`src/rtl/gpio_pkg.sv`:
```
`default_nettype none
// ============================================================================
// Module   : gpio_pkg
// Brief    : Shared constants, CSR request record and address-range helper
//            for the CSR-mapped GPIO bank.
// Revision : 1.0  initial release
// ============================================================================
package gpio_pkg;

    localparam int          c_csr_aw      = 12;
    localparam int          c_req_dw      = 32;

    // Default CSR map
    localparam logic [11:0] c_in_base     = 12'hF00;
    localparam logic [11:0] c_out_base    = 12'hF02;
    localparam logic [11:0] c_stat_addr   = 12'hF10;
    localparam logic [11:0] c_mask_addr   = 12'hF11;

    typedef struct packed {
        logic [c_csr_aw-1:0] addr;
        logic                re;
        logic                we;
        logic [c_req_dw-1:0] wdata;
    } csr_req_t;

    // True when addr lies in [base, base+n); evaluated in int to avoid wrap.
    function automatic logic in_range(input logic [11:0] addr,
                                      input logic [11:0] base,
                                      input int          n);
        int a;
        int b;
        a = int'(addr);
        b = int'(base);
        return (a >= b) && (a < b + n);
    endfunction

endpackage
`default_nettype wire

```
`src/rtl/csr_gpio_bank_if.sv`:
```
`default_nettype none
// ============================================================================
// Module   : csr_gpio_bank_if
// Brief    : CSR access bus between the core (EX stage) and the GPIO bank.
// Revision : 1.0  initial release
// ============================================================================
interface csr_gpio_bank_if
    import gpio_pkg::*;
#(
    parameter int WIDTH = 32
) ();
    logic [c_csr_aw-1:0] csr_addr;
    logic                csr_re;
    logic                csr_we;
    logic [WIDTH-1:0]    csr_wdata;
    logic [WIDTH-1:0]    csr_rdata;
    logic                csr_hit;

    modport master (
        output csr_addr, csr_re, csr_we, csr_wdata,
        input  csr_rdata, csr_hit
    );

    modport slave (
        input  csr_addr, csr_re, csr_we, csr_wdata,
        output csr_rdata, csr_hit
    );
endinterface
`default_nettype wire

```
`src/rtl/gpio_sync_chain.sv`:
```
`default_nettype none
// ============================================================================
// Module   : gpio_sync_chain
// Brief    : Multi-flop synchroniser for one asynchronous input channel.
// Revision : 1.0  initial release
// ============================================================================
module gpio_sync_chain #(
    parameter int WIDTH       = 32,
    parameter int SYNC_STAGES = 2
) (
    input  wire logic             clk,
    input  wire logic             rst,
    input  wire logic [WIDTH-1:0] d,
    output logic      [WIDTH-1:0] q
);
    logic [WIDTH-1:0] r_stage [SYNC_STAGES];

    // Shift the asynchronous sample through the flop chain
    always_ff @(posedge clk) begin
        if (rst) begin
            for (int s = 0; s < SYNC_STAGES; s++) begin
                r_stage[s] <= '0;
            end
        end else begin
            r_stage[0] <= d;
            for (int s = 1; s < SYNC_STAGES; s++) begin
                r_stage[s] <= r_stage[s-1];
            end
        end
    end

    assign q = r_stage[SYNC_STAGES-1];
endmodule
`default_nettype wire

```
`src/rtl/csr_gpio_bank.sv`:
```
`default_nettype none
// ============================================================================
// Module   : csr_gpio_bank
// Brief    : CSR-mapped GPIO bank: synchronised inputs with sticky change
//            flags and maskable interrupt, output registers with readback,
//            registered read data for the WB writedata mux.
// Revision : 1.0  initial release
// ============================================================================
module csr_gpio_bank
    import gpio_pkg::*;
#(
    parameter int          WIDTH       = 32,
    parameter int          N_IN        = 2,
    parameter int          N_OUT       = 2,
    parameter logic [11:0] IN_BASE     = c_in_base,
    parameter logic [11:0] OUT_BASE    = c_out_base,
    parameter logic [11:0] STAT_ADDR   = c_stat_addr,
    parameter logic [11:0] MASK_ADDR   = c_mask_addr,
    parameter int          SYNC_STAGES = 2
) (
    input  wire logic                   clk,
    input  wire logic                   rst,
    csr_gpio_bank_if.slave              csr,
    input  wire logic [N_IN*WIDTH-1:0]  gpio_in,
    output logic      [N_OUT*WIDTH-1:0] gpio_out,
    output logic                        change_irq
);
    // ------------------------------------------------------------------
    // Configuration sanity: overlapping CSR ranges or illegal sizes
    // ------------------------------------------------------------------
    localparam int c_in_lo  = int'(IN_BASE);
    localparam int c_out_lo = int'(OUT_BASE);
    localparam bit c_ov_io  = (c_in_lo < c_out_lo + N_OUT) && (c_out_lo < c_in_lo + N_IN);
    localparam bit c_ov_sm  = in_range(STAT_ADDR, IN_BASE, N_IN)  ||
                              in_range(STAT_ADDR, OUT_BASE, N_OUT) ||
                              in_range(MASK_ADDR, IN_BASE, N_IN)  ||
                              in_range(MASK_ADDR, OUT_BASE, N_OUT) ||
                              (STAT_ADDR == MASK_ADDR);
    localparam bit c_bad_sz = (N_IN < 1) || (N_IN > WIDTH) || (N_OUT < 1) ||
                              (N_OUT > 16) || (SYNC_STAGES < 2);

    generate
        if (c_ov_io || c_ov_sm || c_bad_sz) begin : g_cfg_check
            $error("csr_gpio_bank: illegal configuration (overlap or size)");
        end
    endgenerate

    localparam int                 c_cnt_w    = $clog2(SYNC_STAGES + 1);
    localparam logic [c_cnt_w-1:0] c_arm_full = c_cnt_w'(SYNC_STAGES);

    logic [WIDTH-1:0]   w_sync [N_IN];
    logic [WIDTH-1:0]   r_prev [N_IN];
    logic [WIDTH-1:0]   r_out  [N_OUT];
    logic [c_cnt_w-1:0] r_arm_cnt;
    logic               w_armed;
    logic [N_IN-1:0]    w_detect;
    logic [N_IN-1:0]    r_stat;
    logic [N_IN-1:0]    r_mask;
    logic [N_IN-1:0]    w_stat_clr;
    logic [N_IN-1:0]    w_stat_next;
    logic [N_IN-1:0]    w_mask_next;
    logic               w_stat_sel;
    logic               w_mask_sel;
    logic [WIDTH-1:0]   w_rd_data;
    logic               w_rd_hit;

    // ------------------------------------------------------------------
    // Input synchronisers and output packing
    // ------------------------------------------------------------------
    generate
        for (genvar gi = 0; gi < N_IN; gi++) begin : g_in_ch
            gpio_sync_chain #(
                .WIDTH       (WIDTH),
                .SYNC_STAGES (SYNC_STAGES)
            ) u_sync (
                .clk (clk),
                .rst (rst),
                .d   (gpio_in[gi*WIDTH +: WIDTH]),
                .q   (w_sync[gi])
            );
        end
        for (genvar gj = 0; gj < N_OUT; gj++) begin : g_out_pack
            assign gpio_out[gj*WIDTH +: WIDTH] = r_out[gj];
        end
    endgenerate

    // Arm counter: hold off change detection until the synchroniser has flushed
    always_ff @(posedge clk) begin
        if (rst) begin
            r_arm_cnt <= '0;
        end else if (r_arm_cnt != c_arm_full) begin
            r_arm_cnt <= r_arm_cnt + c_cnt_w'(1);
        end
    end

    assign w_armed = (r_arm_cnt == c_arm_full);

    // Previous synchronised sample per channel for edge detection
    always_ff @(posedge clk) begin
        if (rst) begin
            for (int i = 0; i < N_IN; i++) begin
                r_prev[i] <= '0;
            end
        end else begin
            for (int i = 0; i < N_IN; i++) begin
                r_prev[i] <= w_sync[i];
            end
        end
    end

    // Full-width change detect per channel
    always_comb begin
        w_detect = '0;
        for (int i = 0; i < N_IN; i++) begin
            w_detect[i] = (w_sync[i] != r_prev[i]) && w_armed;
        end
    end

    // ------------------------------------------------------------------
    // Status / mask next-state; a coincident detect beats any clear
    // ------------------------------------------------------------------
    assign w_stat_sel = (csr.csr_addr == STAT_ADDR);
    assign w_mask_sel = (csr.csr_addr == MASK_ADDR);

    // Read-to-clear drops every bit visible to the read; W1C drops written ones
    always_comb begin
        w_stat_clr = '0;
        if (csr.csr_re && w_stat_sel) begin
            w_stat_clr = w_stat_clr | r_stat;
        end
        if (csr.csr_we && w_stat_sel) begin
            w_stat_clr = w_stat_clr | csr.csr_wdata[N_IN-1:0];
        end
    end

    assign w_stat_next = (r_stat & ~w_stat_clr) | w_detect;
    assign w_mask_next = (csr.csr_we && w_mask_sel) ? csr.csr_wdata[N_IN-1:0] : r_mask;

    // Sticky status, mask and the interrupt built from their next values
    always_ff @(posedge clk) begin
        if (rst) begin
            r_stat     <= '0;
            r_mask     <= '0;
            change_irq <= 1'b0;
        end else begin
            r_stat     <= w_stat_next;
            r_mask     <= w_mask_next;
            change_irq <= |(w_stat_next & w_mask_next);
        end
    end

    // Output register writes; input and unmapped addresses are ignored
    always_ff @(posedge clk) begin
        if (rst) begin
            for (int j = 0; j < N_OUT; j++) begin
                r_out[j] <= '0;
            end
        end else if (csr.csr_we) begin
            for (int j = 0; j < N_OUT; j++) begin
                if (csr.csr_addr == OUT_BASE + 12'(j)) begin
                    r_out[j] <= csr.csr_wdata;
                end
            end
        end
    end

    // Read mux over the current (pre-write) register values
    always_comb begin
        w_rd_data = '0;
        w_rd_hit  = 1'b0;
        for (int i = 0; i < N_IN; i++) begin
            if (csr.csr_addr == IN_BASE + 12'(i)) begin
                w_rd_data = w_sync[i];
                w_rd_hit  = 1'b1;
            end
        end
        for (int j = 0; j < N_OUT; j++) begin
            if (csr.csr_addr == OUT_BASE + 12'(j)) begin
                w_rd_data = r_out[j];
                w_rd_hit  = 1'b1;
            end
        end
        if (w_stat_sel) begin
            w_rd_data = WIDTH'(r_stat);
            w_rd_hit  = 1'b1;
        end
        if (w_mask_sel) begin
            w_rd_data = WIDTH'(r_mask);
            w_rd_hit  = 1'b1;
        end
    end

    // Registered read return; data holds between reads, hit is a one-cycle flag
    always_ff @(posedge clk) begin
        if (rst) begin
            csr.csr_rdata <= '0;
            csr.csr_hit   <= 1'b0;
        end else if (csr.csr_re) begin
            csr.csr_rdata <= w_rd_data;
            csr.csr_hit   <= w_rd_hit;
        end else begin
            csr.csr_hit   <= 1'b0;
        end
    end
endmodule
`default_nettype wire

```
`src/flat_wrapper.sv`:
```
// flat-port wrapper written by rule: the top's interface ports become plain ports
module csr_gpio_bank_flat import gpio_pkg::*;
#(
    parameter int          WIDTH       = 32,
    parameter int          N_IN        = 2,
    parameter int          N_OUT       = 2,
    parameter logic [11:0] IN_BASE     = c_in_base,
    parameter logic [11:0] OUT_BASE    = c_out_base,
    parameter logic [11:0] STAT_ADDR   = c_stat_addr,
    parameter logic [11:0] MASK_ADDR   = c_mask_addr,
    parameter int          SYNC_STAGES = 2
)
  (clk, rst, gpio_in, gpio_out, change_irq, csr_csr_addr, csr_csr_re, csr_csr_we, csr_csr_wdata, csr_csr_rdata, csr_csr_hit);
  csr_gpio_bank_if #(.WIDTH(WIDTH)) csr_i ();
  input  wire logic clk;
  input  wire logic rst;
  input  wire logic [N_IN*WIDTH-1:0] gpio_in;
  output logic      [N_OUT*WIDTH-1:0] gpio_out;
  output logic change_irq;
  input wire logic [$bits(csr_i.csr_addr)-1:0] csr_csr_addr;
  input wire logic [$bits(csr_i.csr_re)-1:0] csr_csr_re;
  input wire logic [$bits(csr_i.csr_we)-1:0] csr_csr_we;
  input wire logic [$bits(csr_i.csr_wdata)-1:0] csr_csr_wdata;
  output wire logic [$bits(csr_i.csr_rdata)-1:0] csr_csr_rdata;
  output wire logic [$bits(csr_i.csr_hit)-1:0] csr_csr_hit;
  assign csr_i.csr_addr = csr_csr_addr;
  assign csr_i.csr_re = csr_csr_re;
  assign csr_i.csr_we = csr_csr_we;
  assign csr_i.csr_wdata = csr_csr_wdata;
  assign csr_csr_rdata = csr_i.csr_rdata;
  assign csr_csr_hit = csr_i.csr_hit;
  csr_gpio_bank #(.WIDTH(WIDTH), .N_IN(N_IN), .N_OUT(N_OUT), .IN_BASE(IN_BASE), .OUT_BASE(OUT_BASE), .STAT_ADDR(STAT_ADDR), .MASK_ADDR(MASK_ADDR), .SYNC_STAGES(SYNC_STAGES)) u_core (.clk(clk), .rst(rst), .csr(csr_i), .gpio_in(gpio_in), .gpio_out(gpio_out), .change_irq(change_irq));
endmodule
```
`config.mk`:
```
export PLATFORM = sky130hd
export DESIGN_NAME = csr_gpio_bank_flat
export DESIGN_NICKNAME = d
export VERILOG_FILES = /design/src/rtl/gpio_pkg.sv /design/src/rtl/csr_gpio_bank_if.sv /design/src/rtl/gpio_sync_chain.sv /design/src/rtl/csr_gpio_bank.sv /design/src/flat_wrapper.sv
export SDC_FILE = /design/constraint.sdc
export NUM_CORES = 1
export LEC_CHECK = 0
export ABC_CLOCK_PERIOD_IN_PS = 4700
export CAP_MARGIN = 20
export CORE_MARGIN = 5
export CORE_UTILIZATION = 55
export CTS_CLUSTER_SIZE = 30
export DETAILED_ROUTE_END_ITERATION = 12
export MAX_ROUTING_LAYER = met4
export PLACE_DENSITY = 0.94
export RECOVER_POWER = 50
export SYNTH_ARGS = -nofsm -noshare
export SYNTH_HDL_FRONTEND = slang
export SYNTH_SLANG_ARGS = --single-unit
```
`constraint.sdc`:
```
create_clock -name clk -period 4.7 [get_ports clk]
set_input_delay 0.705 -clock clk [delete_from_list [all_inputs] [get_ports clk]]
set_output_delay 0.705 -clock clk [all_outputs]
set_load 0.03 [all_outputs]
```
Word-level counts from Yosys, hierarchy flattened:

Memory sizes are Yosys's and may differ from the RTL's.
Index checks and enable logic that the tools add are counted.

* bits in registers: 40
* RAM bits: 256
* bits of input ports: 112
* memories kept: 4

Memories
* u_core.g_in_ch[0].u_sync.r_stage: depth 2, bits a word 32, rd ports 2, clocked after memory_dff 0, write ports 2, line gpio_sync_chain.sv:16 `logic [WIDTH-1:0] r_stage [SYNC_STAGES];`
* u_core.g_in_ch[1].u_sync.r_stage: depth 2, bits a word 32, rd ports 2, clocked after memory_dff 0, write ports 2, line gpio_sync_chain.sv:16
* u_core.r_out: depth 2, bits a word 32, rd ports 2, clocked after memory_dff 0, write ports 2, line csr_gpio_bank.sv:53 `logic [WIDTH-1:0] r_out [N_OUT];`
* u_core.r_prev: depth 2, bits a word 32, rd ports 2, clocked after memory_dff 0, write ports 2, line csr_gpio_bank.sv:52 `logic [WIDTH-1:0] r_prev [N_IN];`

* add/subtract/negate cells: 1
* eq/ne operators: 10
* mux-type cells: 34
* bitwise gates (word level): 14
* reduce and logical (&&, ||, !) cells: 7

Operators with widths (number)
* 32-bit 2-to-1 mux: 14
* 12-bit equality test, second input constant: 6
* 32-bit != test: 2
* 1-bit 2-to-1 mux: 17
* 1-bit bitwise OR: 8
* 2-bit 2-to-1 mux: 3
* 1-bit logical AND: 5
* 2-bit AND: 2
* 2-bit bitwise OR: 2
* 2-bit OR reduction: 2
* 2-bit by 1-bit adder with 2-bit output, second input constant: 1
* 2-bit equality test, second input constant: 1
* 2-bit != test, second input constant: 1
* 2-bit inverter: 1
* 1-bit inverter: 1

Logic depth before layout (Yosys ltp):

* word-level depth: 10
* gate-level depth with buffers: 8
* gate-level depth less buffers: 6

By module:

From an unflattened synthesis, not the netlist that was laid out.

* cell total of the unflattened synthesis: 905
* area, all modules: 11204.5 um2

Modules (own cells, without submodules)
* csr_gpio_bank: times used 1, cells each 571, area an instance 6887.9 um2, sequential area each 4003.8 um2
* gpio_sync_chain: times used 2, cells each 167, area an instance 2158.3 um2, sequential area each 1281.2 um2

Worst setup path before layout:

No wires, ideal clock.

* path type: input to register
* start point: input port csr_csr_addr[7]
* end point: memory u_core.r_out[0][0], enable pin
* setup time: 428 ps
* arrival time: 3054 ps
* setup slack: 1218 ps
* cell stages on the path: 5
* path buffers: 0
* path through: nor4_2 -> nand4b_2 -> nor3b_1 -> nand2_1 -> o21bai_1

RTL lines
* from (decl): line flat_wrapper.sv:20 `input wire logic [$bits(csr_i.csr_addr)-1:0] csr_csr_addr;`
* to (decl): line csr_gpio_bank.sv:53

==> report_table.html <==
<table>
<tr><th>Metric</th><th>Value</th></tr>
<tr><th colspan="2">Run status</th></tr>
<tr><td>Run status</td><td>finished with violations</td></tr>
<tr><td>Failing checks</td><td>capacitance limit, slew limit</td></tr>
<tr><th colspan="2">Worst setup path</th></tr>
<tr><td>Type of destination of the critical path</td><td>flip-flop</td></tr>
<tr><td>Slowest library cell on the worst path</td><td>sky130_fd_sc_hd__clkbuf_2</td></tr>
<tr><td>Data arrival time of the critical path</td><td>between 3000 and 4000 ps</td></tr>
<tr><td>Worst Setup Path Type</td><td>primary input to flip-flop</td></tr>
<tr><td>Crit-path max cell delay</td><td>between 1500 and 2000 ps</td></tr>
<tr><td>Data required time of the critical path</td><td>between 4000 and 5000 ps</td></tr>
<tr><td>List of cells traversed by the critical path</td><td>clkbuf_2 -&gt; a31o_2</td></tr>
<tr><td>R2r setup slk</td><td>about 2800 ps</td></tr>
<tr><td>Largest fanout on the critical path</td><td>140</td></tr>
<tr><td>Cell type group with the largest total delay on the critical path</td><td>buffers and inverters</td></tr>
<tr><td>Buffer and inverter count on the worst path</td><td>1</td></tr>
<tr><td>Sort of element at the start of the critical path</td><td>primary input</td></tr>
<tr><th colspan="2">Placed design</th></tr>
<tr><td>Detailed Place HPWL</td><td>17500 microns</td></tr>
<tr><td>Count of buffers inserted at the top-level ports</td><td>about 210</td></tr>
<tr><td>Final weighted congestion in routability-driven placement</td><td>0.854</td></tr>
<tr><td>Post-Place Setup Slack</td><td>between 1000 and 1500 ps</td></tr>
<tr><th colspan="2">Finish</th></tr>
<tr><td>Area Overhead vs Synth</td><td>31.7%</td></tr>
<tr><td>Count of inserted antenna diode cells</td><td>0</td></tr>
<tr><td>Number of filler instances in the final layout</td><td>~1.2k</td></tr>
<tr><td>Fraction of layout cells with a size suffix above 1</td><td>9.18%</td></tr>
<tr><td>Final core area utilization</td><td>73.0%</td></tr>
<tr><td>Total Nets Final</td><td>about 1.2k</td></tr>
<tr><th colspan="2">Yosys</th></tr>
<tr><td>Average cell area after synthesis</td><td>12.0 sq um</td></tr>
<tr><td>Ranking of synthesized cells by area</td><td>sky130_fd_sc_hd__dfxtp_1 45%, sky130_fd_sc_hd__edfxtp_1 19%, sky130_fd_sc_hd__nor2b_1 12%</td></tr>
<tr><td>Cell count after synthesis</td><td>around 860</td></tr>
<tr><td>Synth Warn #</td><td>0</td></tr>
<tr><td>Count of cell types in the netlist</td><td>41</td></tr>
<tr><td>Area share of the largest cell type after synthesis</td><td>between 40% and 50%</td></tr>
<tr><td>Sequential element share of the synthesized area</td><td>64.0%</td></tr>
<tr><td>Synthesized net count</td><td>around 970</td></tr>
<tr><td>Count of state elements after synthesis</td><td>approximately 300</td></tr>
<tr><td>Dominant cell type by area after synthesis</td><td>sky130_fd_sc_hd__dfxtp_1</td></tr>
<tr><td>Syn Std Cell Area</td><td>about 0.010 sq mm</td></tr>
<tr><th colspan="2">Global routing</th></tr>
<tr><td>All-layer global routing usage</td><td>roughly a quarter</td></tr>
<tr><td>Number of antenna violations at the first check in global routing</td><td>0</td></tr>
<tr><td>Total congestion overflow</td><td>0</td></tr>
<tr><td>Wire length of the first global-routing pass</td><td>approximately 40000 microns</td></tr>
<tr><td>Largest net degree at the start of global routing</td><td>between 100 and 150</td></tr>
<tr><td>Number of global-route vias before repair</td><td>roughly 7.2k</td></tr>
<tr><th colspan="2">Clocking</th></tr>
<tr><td>CTS root buf</td><td>sky130_fd_sc_hd__clkbuf_16</td></tr>
<tr><td>CTS buffer count</td><td>27</td></tr>
<tr><td>Number of post-CTS setup repair buffers</td><td>0</td></tr>
<tr><td># clock sinks</td><td>between 200 and 300</td></tr>
<tr><td>Hold buffer count at cts</td><td>0</td></tr>
<tr><td>H-Tree Level Count</td><td>1</td></tr>
<tr><td>TritonCTS clock tree</td><td>done</td></tr>
<tr><td>Resize count post-CTS</td><td>0</td></tr>
<tr><td>Clock input transition at the sequential cells of the worst setup and hold paths</td><td>roughly 70 ps</td></tr>
<tr><td>Skew-Pair Late Insertion Delay</td><td>approximately 530 ps</td></tr>
<tr><td>CTS max path bufs</td><td>3</td></tr>
<tr><th colspan="2">STA</th></tr>
<tr><td>Number of max-slew violations in the final report</td><td>around 140</td></tr>
<tr><td>Setup slack of the critical path after layout</td><td>1280 ps</td></tr>
<tr><td>Finish-stage setup viols</td><td>0</td></tr>
<tr><td>Worst-case clock skew</td><td>between 10 and 15 ps</td></tr>
<tr><td>Worst slack on hold paths</td><td>430 ps</td></tr>
<tr><td>Transition at the pin with the smallest max-transition slack</td><td>about 2700 ps</td></tr>
<tr><td>Final Critical Period</td><td>~3400 ps</td></tr>
<tr><td>Final Hold Fails</td><td>0</td></tr>
<tr><td>RSZ-0062 raised after global routing</td><td>no</td></tr>
<tr><td>Max frequency</td><td>approximately 0.29 GHz</td></tr>
<tr><td>Total negative setup slack</td><td>0 ps</td></tr>
<tr><td>Relative slew margins</td><td>-76.7%</td></tr>
<tr><td>Final clock period utilization by the worst path</td><td>72.7%</td></tr>
<tr><th colspan="2">Floorplan</th></tr>
<tr><td>Count of pins on the block boundary</td><td>210</td></tr>
<tr><td>Initial core utilization</td><td>between 50 and 60%</td></tr>
<tr><td>Row cnt</td><td>50</td></tr>
<tr><td>Die width</td><td>about 150 microns</td></tr>
<tr><td>Core Footprint</td><td>0.0185 sq mm</td></tr>
<tr><td>Area of the die</td><td>between 0.02 and 0.025 sq mm</td></tr>
<tr><td>Chip Height</td><td>about 150 microns</td></tr>
<tr><th colspan="2">Detailed routing</th></tr>
<tr><td>DRT antenna net count</td><td>0</td></tr>
<tr><td>DRC violations left</td><td>0</td></tr>
<tr><td>Wire length after detailed routing</td><td>approximately 26000 microns</td></tr>
<tr><td>DR vias/cell</td><td>5.32</td></tr>
<tr><td>Post-detailed-route wirelength per cell</td><td>between 15 and 20 microns</td></tr>
<tr><td>DRC violation total after the first TritonRoute iteration</td><td>500</td></tr>
<tr><td>Detailed Routing Iterations Pass 1</td><td>5</td></tr>
<tr><td>Routed vias</td><td>about 7k</td></tr>
<tr><th colspan="2">Pwr</th></tr>
<tr><td>Largest vdd supply drop</td><td>~0.00027 V</td></tr>
<tr><td>Total power density per cell area</td><td>between 400 and 500 mW/mm^2</td></tr>
<tr><td>Leakage power</td><td>0.00505 uW</td></tr>
<tr><th colspan="2">Hold path</th></tr>
<tr><td>Class of the worst hold path</td><td>flip-flop to flip-flop</td></tr>
<tr><th colspan="2">Run</th></tr>
<tr><td>Number of max-cap violations</td><td>1</td></tr>
</table>
layer usage:
metal | GRT usage (%) | share of wire [%] | routed length (microns) | up-vias
met1 | 27.9 | 38 | 9760 | 3316
met5 | - | 0 | 0 | -
li1 | - | - | - | 3271
met4 | 10.1 | 4.5 | 1170 | 0
met3 | 3.88 | 6.5 | 1680 | 75
met2 | 41.7 | 51 | 13300 | 314
synth_stat cells:
cell	number
sky130_fd_sc_hd__nor4_2	1
sky130_fd_sc_hd__nor3b_2	1
sky130_fd_sc_hd__nand4b_2	1
sky130_fd_sc_hd__nor4_1	4
sky130_fd_sc_hd__and2_1	32
sky130_fd_sc_hd__o22ai_1	2
sky130_fd_sc_hd__o21bai_1	1
sky130_fd_sc_hd__clkbuf_2	3
sky130_fd_sc_hd__nor2_1	35
sky130_fd_sc_hd__nor2b_1	194
sky130_fd_sc_hd__mux2_2	34
sky130_fd_sc_hd__or2_1	1
sky130_fd_sc_hd__nor3_2	1
sky130_fd_sc_hd__nand2b_1	2
sky130_fd_sc_hd__xor2_1	1
sky130_fd_sc_hd__o221ai_1	24
sky130_fd_sc_hd__inv_1	2
sky130_fd_sc_hd__mux2i_1	10
sky130_fd_sc_hd__clkbuf_1	31
sky130_fd_sc_hd__o32ai_1	1
sky130_fd_sc_hd__edfxtp_1	64
sky130_fd_sc_hd__nand4_1	16
sky130_fd_sc_hd__nand2_1	36
sky130_fd_sc_hd__or4b_4	1
sky130_fd_sc_hd__a22o_1	8
sky130_fd_sc_hd__nor3b_1	1
sky130_fd_sc_hd__a22oi_1	2
sky130_fd_sc_hd__dfxtp_1	232
sky130_fd_sc_hd__buf_1	4
sky130_fd_sc_hd__o21ai_0	24
sky130_fd_sc_hd__or3_1	1
sky130_fd_sc_hd__buf_2	8
sky130_fd_sc_hd__a31o_2	1
sky130_fd_sc_hd__a31oi_1	2
sky130_fd_sc_hd__xnor2_1	64
sky130_fd_sc_hd__o21ai_1	6
sky130_fd_sc_hd__a21oi_1	3
sky130_fd_sc_hd__a211oi_1	1
sky130_fd_sc_hd__and3_1	1
sky130_fd_sc_hd__nand2_2	1
sky130_fd_sc_hd__ha_1	1
final timing paths:
kind                                                              start                                      end  cells past startpoint
worst max register to register  u_core.g_in_ch[1].u_sync.r_stage[0][41]                        u_core.change_irq                      6
worst min-delay path            u_core.g_in_ch[1].u_sync.r_stage[0][30]  u_core.g_in_ch[1].u_sync.r_stage[0][62]                      1
worst max-delay path                                                rst                      u_core.r_out[0][34]                      2
worst min register to register  u_core.g_in_ch[1].u_sync.r_stage[0][30]  u_core.g_in_ch[1].u_sync.r_stage[0][62]                      1
logic make-up (layout without fill, tap and decap cells):
logic type                 Yosys count  count (layout)  synth area share, %
adders and majority gates            1               1                0.122
AOI/OAI and AO/OA                   75              75                 5.05
and+or+nand+nor                    329             329                 18.7
xor gates and xnor gates            65              65                 5.55
DFF                                296             296                 64.0
muxes                               44              44                 4.71
buffers and inverters               48             268                 1.89
cells in the final DEF, fill, tap and decap left out, types with 2 or more instances in the layout:
cell type and n:
sky130_fd_sc_hd__a22o_1 8, sky130_fd_sc_hd__nor2_1 34, sky130_fd_sc_hd__a22oi_1 2, sky130_fd_sc_hd__clkbuf_16 28, sky130_fd_sc_hd__edfxtp_1 64, sky130_fd_sc_hd__dfxtp_1 232
sky130_fd_sc_hd__clkinv_1 2, sky130_fd_sc_hd__dlygate4sd3_1 34, sky130_fd_sc_hd__a31oi_1 2, sky130_fd_sc_hd__xnor2_1 64, sky130_fd_sc_hd__nor2b_1 194, sky130_fd_sc_hd__nand2_1 36
sky130_fd_sc_hd__bufinv_16 5, sky130_fd_sc_hd__mux2i_1 10, sky130_fd_sc_hd__nor4_1 4, sky130_fd_sc_hd__clkdlybuf4s50_1 173, sky130_fd_sc_hd__mux2_2 34, sky130_fd_sc_hd__o221ai_1 24
sky130_fd_sc_hd__o21ai_0 24, sky130_fd_sc_hd__clkinv_2 5, sky130_fd_sc_hd__inv_1 2, sky130_fd_sc_hd__o22ai_1 2, sky130_fd_sc_hd__and2_1 32, sky130_fd_sc_hd__buf_4 7
sky130_fd_sc_hd__a21oi_1 3, sky130_fd_sc_hd__nand2b_1 2, sky130_fd_sc_hd__o21ai_1 6, sky130_fd_sc_hd__nand4_1 16, sky130_fd_sc_hd__clkbuf_8 7
final cells by class:
type | instances | area, sq um | share of cell area (%)
clock buffers | 36 | 801 | 5.93
clock inverters | 14 | 200 | 1.48
inverters | 2 | 7.51 | 0.0556
multi-input cells | 514 | 3510 | 26.0
flip-flops and latches | 296 | 6570 | 48.6
well taps | 234 | 293 | 2.17
repair buffers | 216 | 2130 | 15.8
power breakdown:
group | total [uW] | internal (uW) | leakage, uW | switching (uW)
clock network | 2390 | 1470 | 0.000499 | 920
logic | 463 | 235 | 0.00204 | 228
registers | 2770 | 2700 | 0.00251 | 67.8
total | 5630 | 4410 | 0.00505 | 1220
registers in the layout, indices dropped and copies added (netlist names):
name,count
u_core.r_mask,2
u_core.r_arm_cnt,2
u_core.r_out,64
u_core.change_irq,1
u_core.r_stat,2
u_core.r_prev,64
u_core.csr.csr_hit,1
u_core.csr.csr_rdata,32
u_core.g_in_ch.u_sync.r_stage,128
metrics by stage:
step	total power, uW	cell area, sq um	instances
after detailed placement	3280	12500	1262
after global placement	3270	12500	1262
after CTS	5640	13500	1312
final	5630	13500	1312
after floorplan	3060	10300	858
after global routing	5800	13500	1312
No activity file was read; power rests on OpenSTA's default activity.
